`config.mk`:
```
export PLATFORM = sky130hd
export DESIGN_NAME = uart_rx_fifo
export DESIGN_NICKNAME = d
export VERILOG_FILES = /design/src/rtl/uart_pkg.sv /design/src/rtl/uart_rx_fifo_mem.sv /design/src/rtl/uart_rx_fifo.sv
export SDC_FILE = /design/constraint.sdc
export NUM_CORES = 1
export LEC_CHECK = 0
export ABC_AREA = 1
export CORE_ASPECT_RATIO = 0.5
export CORE_UTILIZATION = 50
export DETAILED_ROUTE_END_ITERATION = 10
export GPL_TIMING_DRIVEN = 0
export HOLD_SLACK_MARGIN = 0.05
export PLACE_DENSITY = 0.73
export SLEW_MARGIN = 0
export SYNTH_ARGS = -nofsm -noshare
export SYNTH_HDL_FRONTEND = slang
export SYNTH_SLANG_ARGS = --single-unit
export TNS_END_PERCENT = 1
```
`constraint.sdc`:
```
create_clock -name clk -period 1.9 [get_ports clk]
set_input_delay 0.38 -clock clk [delete_from_list [all_inputs] [get_ports clk]]
set_output_delay 0.38 -clock clk [all_outputs]
set_load 0.02 [all_outputs]
```
`src/rtl/uart_pkg.sv`:
```
// rtl/uart_pkg.sv - shared UART types, receive FIFO defaults and register offsets
package uart_pkg;

  typedef logic [7:0] uart_byte_t;

  localparam int UART_RX_DEPTH_LOG2 = 3;
  localparam int UART_RX_IRQ_THRESH = 4;

  // Offsets shared with the transmitter and the bus decoder
  localparam logic [7:0] UART_REG_RX_DATA = 8'h00;
  localparam logic [7:0] UART_REG_STATUS  = 8'h04;
  localparam logic [7:0] UART_REG_CTRL    = 8'h08;

endpackage

```
`src/rtl/uart_rx_fifo_mem.sv`:
```
// rtl/uart_rx_fifo_mem.sv - receive FIFO storage, synchronous write, asynchronous read
module uart_rx_fifo_mem
  import uart_pkg::*;
#(
  parameter int ADDR_W = UART_RX_DEPTH_LOG2
) (
  input  logic              clk,
  input  logic              we,
  input  logic [ADDR_W-1:0] waddr,
  input  uart_byte_t        wdata,
  input  logic [ADDR_W-1:0] raddr,
  output uart_byte_t        rdata
);

  uart_byte_t r_mem [2**ADDR_W];

  always_ff @(posedge clk) begin
    if (we) r_mem[waddr] <= wdata;
  end

  assign rdata = r_mem[raddr];

endmodule

```
`src/rtl/uart_rx_fifo.sv`:
```
// rtl/uart_rx_fifo.sv - UART receive FIFO with flags, sticky overflow and level irq
// Define UART_RX_FIFO_THRESH_IRQ_EN to fire irq at level >= IRQ_THRESH instead of non-empty.
module uart_rx_fifo
  import uart_pkg::*;
#(
  parameter int DEPTH_LOG2 = UART_RX_DEPTH_LOG2,
  parameter int IRQ_THRESH = UART_RX_IRQ_THRESH
) (
  input  logic                clk,
  input  logic                reset,
  input  uart_byte_t          rx_data,
  input  logic                rx_status,
  input  logic                rd_en,
  input  logic                clear_ovf,
  output uart_byte_t          rd_data,
  output logic                empty,
  output logic                full,
  output logic [DEPTH_LOG2:0] level,
  output logic                overflow,
  output logic                irq
);

  localparam logic [DEPTH_LOG2-1:0] PTR_ONE = {{(DEPTH_LOG2-1){1'b0}}, 1'b1};
  localparam logic [DEPTH_LOG2:0]   LVL_ONE = {{DEPTH_LOG2{1'b0}}, 1'b1};
  localparam logic [DEPTH_LOG2:0]   DEPTH_L = {1'b1, {DEPTH_LOG2{1'b0}}};

  if (IRQ_THRESH < 1 || IRQ_THRESH > (1 << DEPTH_LOG2)) begin : g_bad_thresh
    $error("uart_rx_fifo: IRQ_THRESH must lie in 1..DEPTH");
  end

  logic [DEPTH_LOG2-1:0] r_wr_ptr;
  logic [DEPTH_LOG2-1:0] r_rd_ptr;
  logic [DEPTH_LOG2:0]   r_level;
  logic                  r_rx_status_d;
  logic                  r_overflow;
  logic                  r_irq;

  logic       w_push;
  logic       w_pop;
  logic       w_wr;
  logic       w_drop;
  logic       w_empty;
  logic       w_full;
  logic       w_irq_cond;
  uart_byte_t w_head;

  assign w_empty = (r_level == '0);
  assign w_full  = (r_level == DEPTH_L);
  assign w_push  = rx_status & ~r_rx_status_d;
  assign w_pop   = rd_en & ~w_empty;
  // A pop on the same edge frees the slot, so a push into a full FIFO still lands
  assign w_wr    = w_push & (~w_full | w_pop);
  assign w_drop  = w_push & w_full & ~w_pop;

`ifdef UART_RX_FIFO_THRESH_IRQ_EN
  localparam logic [DEPTH_LOG2:0] THRESH_L = (DEPTH_LOG2+1)'(IRQ_THRESH);
  assign w_irq_cond = r_overflow | (r_level >= THRESH_L);
`else
  assign w_irq_cond = r_overflow | ~w_empty;
`endif

  uart_rx_fifo_mem #(
    .ADDR_W (DEPTH_LOG2)
  ) u_mem (
    .clk   (clk),
    .we    (w_wr),
    .waddr (r_wr_ptr),
    .wdata (rx_data),
    .raddr (r_rd_ptr),
    .rdata (w_head)
  );

  always_ff @(posedge clk or negedge reset) begin
    if (!reset) begin
      r_wr_ptr      <= '0;
      r_rd_ptr      <= '0;
      r_level       <= '0;
      r_rx_status_d <= 1'b0;
      r_overflow    <= 1'b0;
      r_irq         <= 1'b0;
    end else begin
      r_rx_status_d <= rx_status;
      if (w_wr)  r_wr_ptr <= r_wr_ptr + PTR_ONE;
      if (w_pop) r_rd_ptr <= r_rd_ptr + PTR_ONE;
      if (w_wr && !w_pop)      r_level <= r_level + LVL_ONE;
      else if (w_pop && !w_wr) r_level <= r_level - LVL_ONE;
      // A fresh drop outranks a clear on the same edge
      if (w_drop)         r_overflow <= 1'b1;
      else if (clear_ovf) r_overflow <= 1'b0;
      r_irq <= w_irq_cond;
    end
  end

  assign rd_data  = w_empty ? 8'h00 : w_head;
  assign empty    = w_empty;
  assign full     = w_full;
  assign level    = r_level;
  assign overflow = r_overflow;
  assign irq      = r_irq;

endmodule

```
# Word level (Yosys, flattened, before mapping)
# Memory sizes are Yosys's and may differ from the RTL's.
# Index checks and enable logic that the tools add are counted.
# totals
ramBits	64
out_inout_bits	16
latch_bits	0
in_bits	13
regBits	13
romBits	0
mem_count	1
wordCells	37
# memory_table
name	depth	width	read_ports	rd_ports_with_merged_regs	write_ports	line_no	text
u_mem.r_mem	8	8	1	0	1	uart_rx_fifo_mem.sv:15	uart_byte_t r_mem [2**ADDR_W];
# classes
n_bitwise	11
reduce_logical	7
n_eq_ne	1
magnitude_cmp	0
n_shift	0
add_sub_neg	4
div	0
mul	0
n_mux	7
# op_table
op	n
4-bit 2-to-1 mux	2
8-bit 2-to-1 mux	1
3-bit by 1-bit adder with 3-bit output (second input constant)	2
1-bit AND	5
4-bit by 1-bit adder with 4-bit output (second input constant)	1
4-bit == test (second input constant)	1
4-bit zero test	1
1-bit 2-to-1 mux	4
1-bit inverter	4
2-bit nonzero test	2
4-bit by 1-bit subtractor with 4-bit output (second input constant)	1
1-bit logical AND	2
1-bit zero test	2
1-bit bitwise OR	2

# Longest topological paths before layout
# depth
depth_word	9
mapped_depth	13
ltp_nobuf	13

# Modules after synthesis
# Synthesis repeated with hierarchy kept, for this count alone.
# hier_totals
cells_unflattened	391
hier_area_um2	3679.8
# by_module_without_submodules
module	cells_per_inst	area_each_um2	instances	seq_area_each_um2
uart_rx_fifo_mem	295	2890.3	1	1921.8
uart_rx_fifo	96	789.5	1	325.3

# Least setup slack after synthesis
# OpenSTA, ideal clock, no wires.
# synth_path
path_type	reg2reg
from	reg r_level[0], in the netlist level[0]
to	reg r_level[3], in the netlist level[3]
stages_incl_launch_ff	13
setup_time_ns	0.066
arrival_time_ns	1.885
period_less_slack_ns	1.951
setup_slack_ns	-0.051
cell_sequence	dfrtp_1 nor2_4 nand4_2 nand2_2 inv_1 ha_1 inv_1 ha_1 a21oi_1 nand2_1 nand2_1 nand3_1 nand2_1
# synth_via
elab_chain_cells	8
elab_cells_between_ends	16
# synth_rtl
element	line_no	text
start: declaration	uart_rx_fifo.sv:33	logic [DEPTH_LOG2:0] r_level;
start signal: assignment	uart_rx_fifo.sv:85	if (w_wr && !w_pop) r_level <= r_level + LVL_ONE;
start signal: assignment	uart_rx_fifo.sv:86	else if (w_pop && !w_wr) r_level <= r_level - LVL_ONE;
4-bit zero test	uart_rx_fifo.sv:47	assign w_empty = (r_level == '0);
1-bit inverter	uart_rx_fifo.sv:50	assign w_pop = rd_en & ~w_empty;
1-bit AND	uart_rx_fifo.sv:50	
1-bit bitwise OR *	uart_rx_fifo.sv:52	assign w_wr = w_push & (~w_full | w_pop);
1-bit AND *	uart_rx_fifo.sv:52	
named net u_mem.we	uart_rx_fifo_mem.sv:8	input logic we,
1-bit zero test	uart_rx_fifo.sv:86	
1-bit logical AND	uart_rx_fifo.sv:86	
2-bit nonzero test (no source line)	-	
# Mark *: on every way through the listed nets, which the timed path passes. The rest lies on a longest branch. The select of a mux whose other input is x is not followed.
# A chain may end at the register's enable or synchronous reset.

# Worst setup path in the final report
# layout_path
from	reg r_rd_ptr[0]
to	out rd_data[2]
# layout_via
elab_chain_cells	2
# layout_rtl
element	line_no	text
start: declaration	uart_rx_fifo.sv:32	logic [DEPTH_LOG2-1:0] r_rd_ptr;
start signal: assignment	uart_rx_fifo.sv:84	if (w_pop) r_rd_ptr <= r_rd_ptr + PTR_ONE;
memory read 8 x 8 bit	-	
8-bit 2-to-1 mux	uart_rx_fifo.sv:94	assign rd_data = w_empty ? 8'h00 : w_head;
end: declaration	uart_rx_fifo.sv:15	output uart_byte_t rd_data,
# Every way passes these cells.

==> run_results.csv <==
group,metric,value,unit
timing,fin_skew,0.00357,ns
die,dieArea,7590,um^2
clock_tree,clkSlewWorstSetupHoldPaths,0.06,ns
cells_and_area,num-nets-final,435,
logic_synthesis,synth_area,3610,um^2
logic_synthesis,synth-seq-cells,77,
clock_tree,clkLatencyLatePin,0.34,ns
cells_and_area,final_cells,513,
timing,setup_viol,9,
cells_and_area,drive_above_1_share,15.9,%
grt,grt_pass1_wl,12500,um
worst_setup_path,worstPathArrival,1.60,ns
timing,tightest_slew,0.628,ns
route,vias_per_cell,5.04,
clock_tree,postCtsHoldBufs,0,
timing,grt_setup_unrepaired,"true",
die,core-area,6830,um^2
run,cap_violations,0,
worst_setup_path,critPathCaptureType,"output port",
logic_synthesis,synth_area_leaders,"edfxtp_1 53%, nand2_1 11%, dfrtp_1 9.0%, inv_1 8.1%, nand3_1 6.1%",
status,status,"finished, violations left",
logic_synthesis,synth-seq-area-share,62.2,%
route,final_antenna_net_count,0,
pwr,p_leak,0.00207,uW
die,fp.dieH,62.1,um
route,drt-pass1-iter-count,5,
grt,track_usage,23.4,%
logic_synthesis,synth_warnings,0,
grt,grt_pass1_vias,2529,
die,io_pins,29,
worst_setup_path,cp-start-kind,"flop",
cells_and_area,mostFrequentLayoutCell,"nand2_1",
route,routed_wirelength,8100,um
pwr,peakVddDrop,0.706,mV
timing,fin_crit,1.98,ns
clock_tree,clock_tree.buffer_depth,2,
timing,holdWs,0.435,ns
grt,grt_overflow,0,
placed_design,dp_cells,490,
timing,hold_violations,0,
route,vias,2587,
grt,grt_max_degree,14,
logic_synthesis,synth.top_cell.area_share,53.2,%
die,start_util,52.9,%
placed_design,dpl_cell_area,4020,um^2
clock_tree,cts_tree,"built",
cells_and_area,fin_area,4530,um^2
timing,fmax,0.504,GHz
grt,grt_antenna_before_repair,0,
pwr,power_density,1550,nW/um^2
worst_setup_path,crit_fanout,10,
cells_and_area,nFillCells,526,
route,routedWlPerCell,15.8,um
logic_synthesis,syn_inst,369,
logic_synthesis,synthFlopType,"edfxtp_1",
logic_synthesis,synth_fp_nets,388,
timing,slew_violations,0,
timing,finalWorstSetupSlack,-0.0829,ns
placed_design,portBuffers,28,
worst_setup_path,crit_required,1.52,ns
cells_and_area,antenna_cells,0,
placed_design,place_hpwl,5120,um
die,rows,21,
logic_synthesis,postSynthAreaPerCell,9.79,um^2
die,dieWidth,122,um
cells_and_area,area_delta_synth_final,25.5,%
min_path,hold_path.class,"in2async",
route,drt-initial-drc-count,150,
status,violations,"setup timing",
logic_synthesis,synth-edff-count,64,
worst_setup_path,crit_type,"reg2out",
clock_tree,cts_num_sinks,77,
timing,fin_crit_sh,104,%
cells_and_area,mostFrequentLayoutCells,"104 x nand2_1, 75 x inv_1, 64 x edfxtp_1",
placed_design,gp_congestion,0.789,
clock_tree,cts_htree_levels,3,
logic_synthesis,synthArstFlopShare,16.9,%
logic_synthesis,synth_top_area_cell,"edfxtp_1",
logic_synthesis,ys_types,22,
clock_tree,numCtsBuffers,9,
timing,max_slew_margin,58.0,%
clock_tree,cts_root_buf,"clkbuf_16",
route,post-route-drc-count,0,
pwr,power,7040,uW
==> per-layer routing <==
layer	up-vias	track usage [%]	wire (um)
met5	-	0	0
met4	0	8.36	74
met3	11	7.48	441
met2	70	41.6	4160
met1	1242	27.8	3430
li1	1264	-	-
==> through the flow <==
stage | TNS (ns) | util (%) | worst slack, ns
2_1_floorplan | -0.432 | - | -0.00675
3_3_place_gp | -58.06 | 58.7 | -0.955
3_5_place_dp | -48.14 | 58.9 | -0.853
4_1_cts | -0.977 | 64.2 | -0.126
5_1_grt | -1.43 | 66.3 | -0.170
6_report | -0.423 | 66.3 | -0.0829
==> path summary, 6_finish.rpt <==
path	to	start	cells past startpoint	slack, ns
min in group clk	r_rd_ptr[1]	rd_en	3	0.44
max	rd_data[2]	r_rd_ptr[0]	8	-0.08
max in group asynchronous	level[0]	reset	1	1.02
min	r_rd_ptr[0]	reset	1	0.43
min reg2reg	irq	overflow	2	0.50
max reg2reg	level[3]	level[0]	13	-0.01
==> Yosys cell counts (2+ instances only) <==
| cell | number |
|---|---|
| inv_1 | 78 |
| a21oi_1 | 2 |
| ha_1 | 5 |
| buf_4 | 2 |
| nand2_1 | 104 |
| nand3_1 | 44 |
| nor3_1 | 8 |
| xnor2_1 | 5 |
| buf_6 | 6 |
| o21ai_0 | 5 |
| edfxtp_1 | 64 |
| buf_2 | 5 |
| nor2_1 | 19 |
| dfrtp_1 | 13 |
| inv_4 | 2 |
==> repair_timing <==
action | in CTS | in global routing
pin swaps | 0 | 4
setup endpoints to repair | 74 | 45
buffers inserted | 0 | 5
cloned | 0 | 2
resized for setup | 68 | 17
==> power breakdown <==
part / leakage, uW / switching (uW) / total, uW / internal, uW
Sequential: 0.000730 / 198 / 2240 / 2040
Combinational: 0.00121 / 1900 / 3260 / 1360
Clock: 0.000122 / 660 / 1540 / 878
==> worst max-delay path: stages, from the launching register on <==
cell     delay [ns]
dfrtp_1        0.39
buf_6          0.15
buf_6          0.15
nand2_1        0.07
nand3_1        0.08
nand3_1        0.08
nand2_1        0.07
nor2_1         0.12
buf_4          0.15
==> logic make-up after synthesis <==
kind of cell               Yosys count  synth area share [%]
adders and majority gates            6                  2.29
buffers and inverters               93                  11.4
DFF                                 77                  62.2
xor gates and xnor gates             6                  1.46
AOI/OAI and AO/OA                    7                 0.970
and+or+nand+nor                    180                  21.6
==> final cells by class <==
| cell class | count | area (um^2) | area share (%) |
|---|---|---|---|
| Buffer | 13 | 158 | 3.48 |
| Clock buffer | 10 | 229 | 5.05 |
| Clock inverter | 6 | 40.0 | 0.884 |
| Inverter | 80 | 320 | 7.07 |
| Multi-Input combinational cell | 199 | 1070 | 23.5 |
| Sequential cell | 77 | 2250 | 49.7 |
| Tap cell | 92 | 115 | 2.54 |
| Timing Repair Buffer | 36 | 352 | 7.76 |
==> flip-flops by register name, summed over array words and instances, names as in the netlist <==
name / cells
level: 4
r_rd_ptr: 3
irq: 1
overflow: 1
r_rx_status_d: 1
r_wr_ptr: 3
u_mem.r_mem: 64
Power figures use the tool's default switching activity.
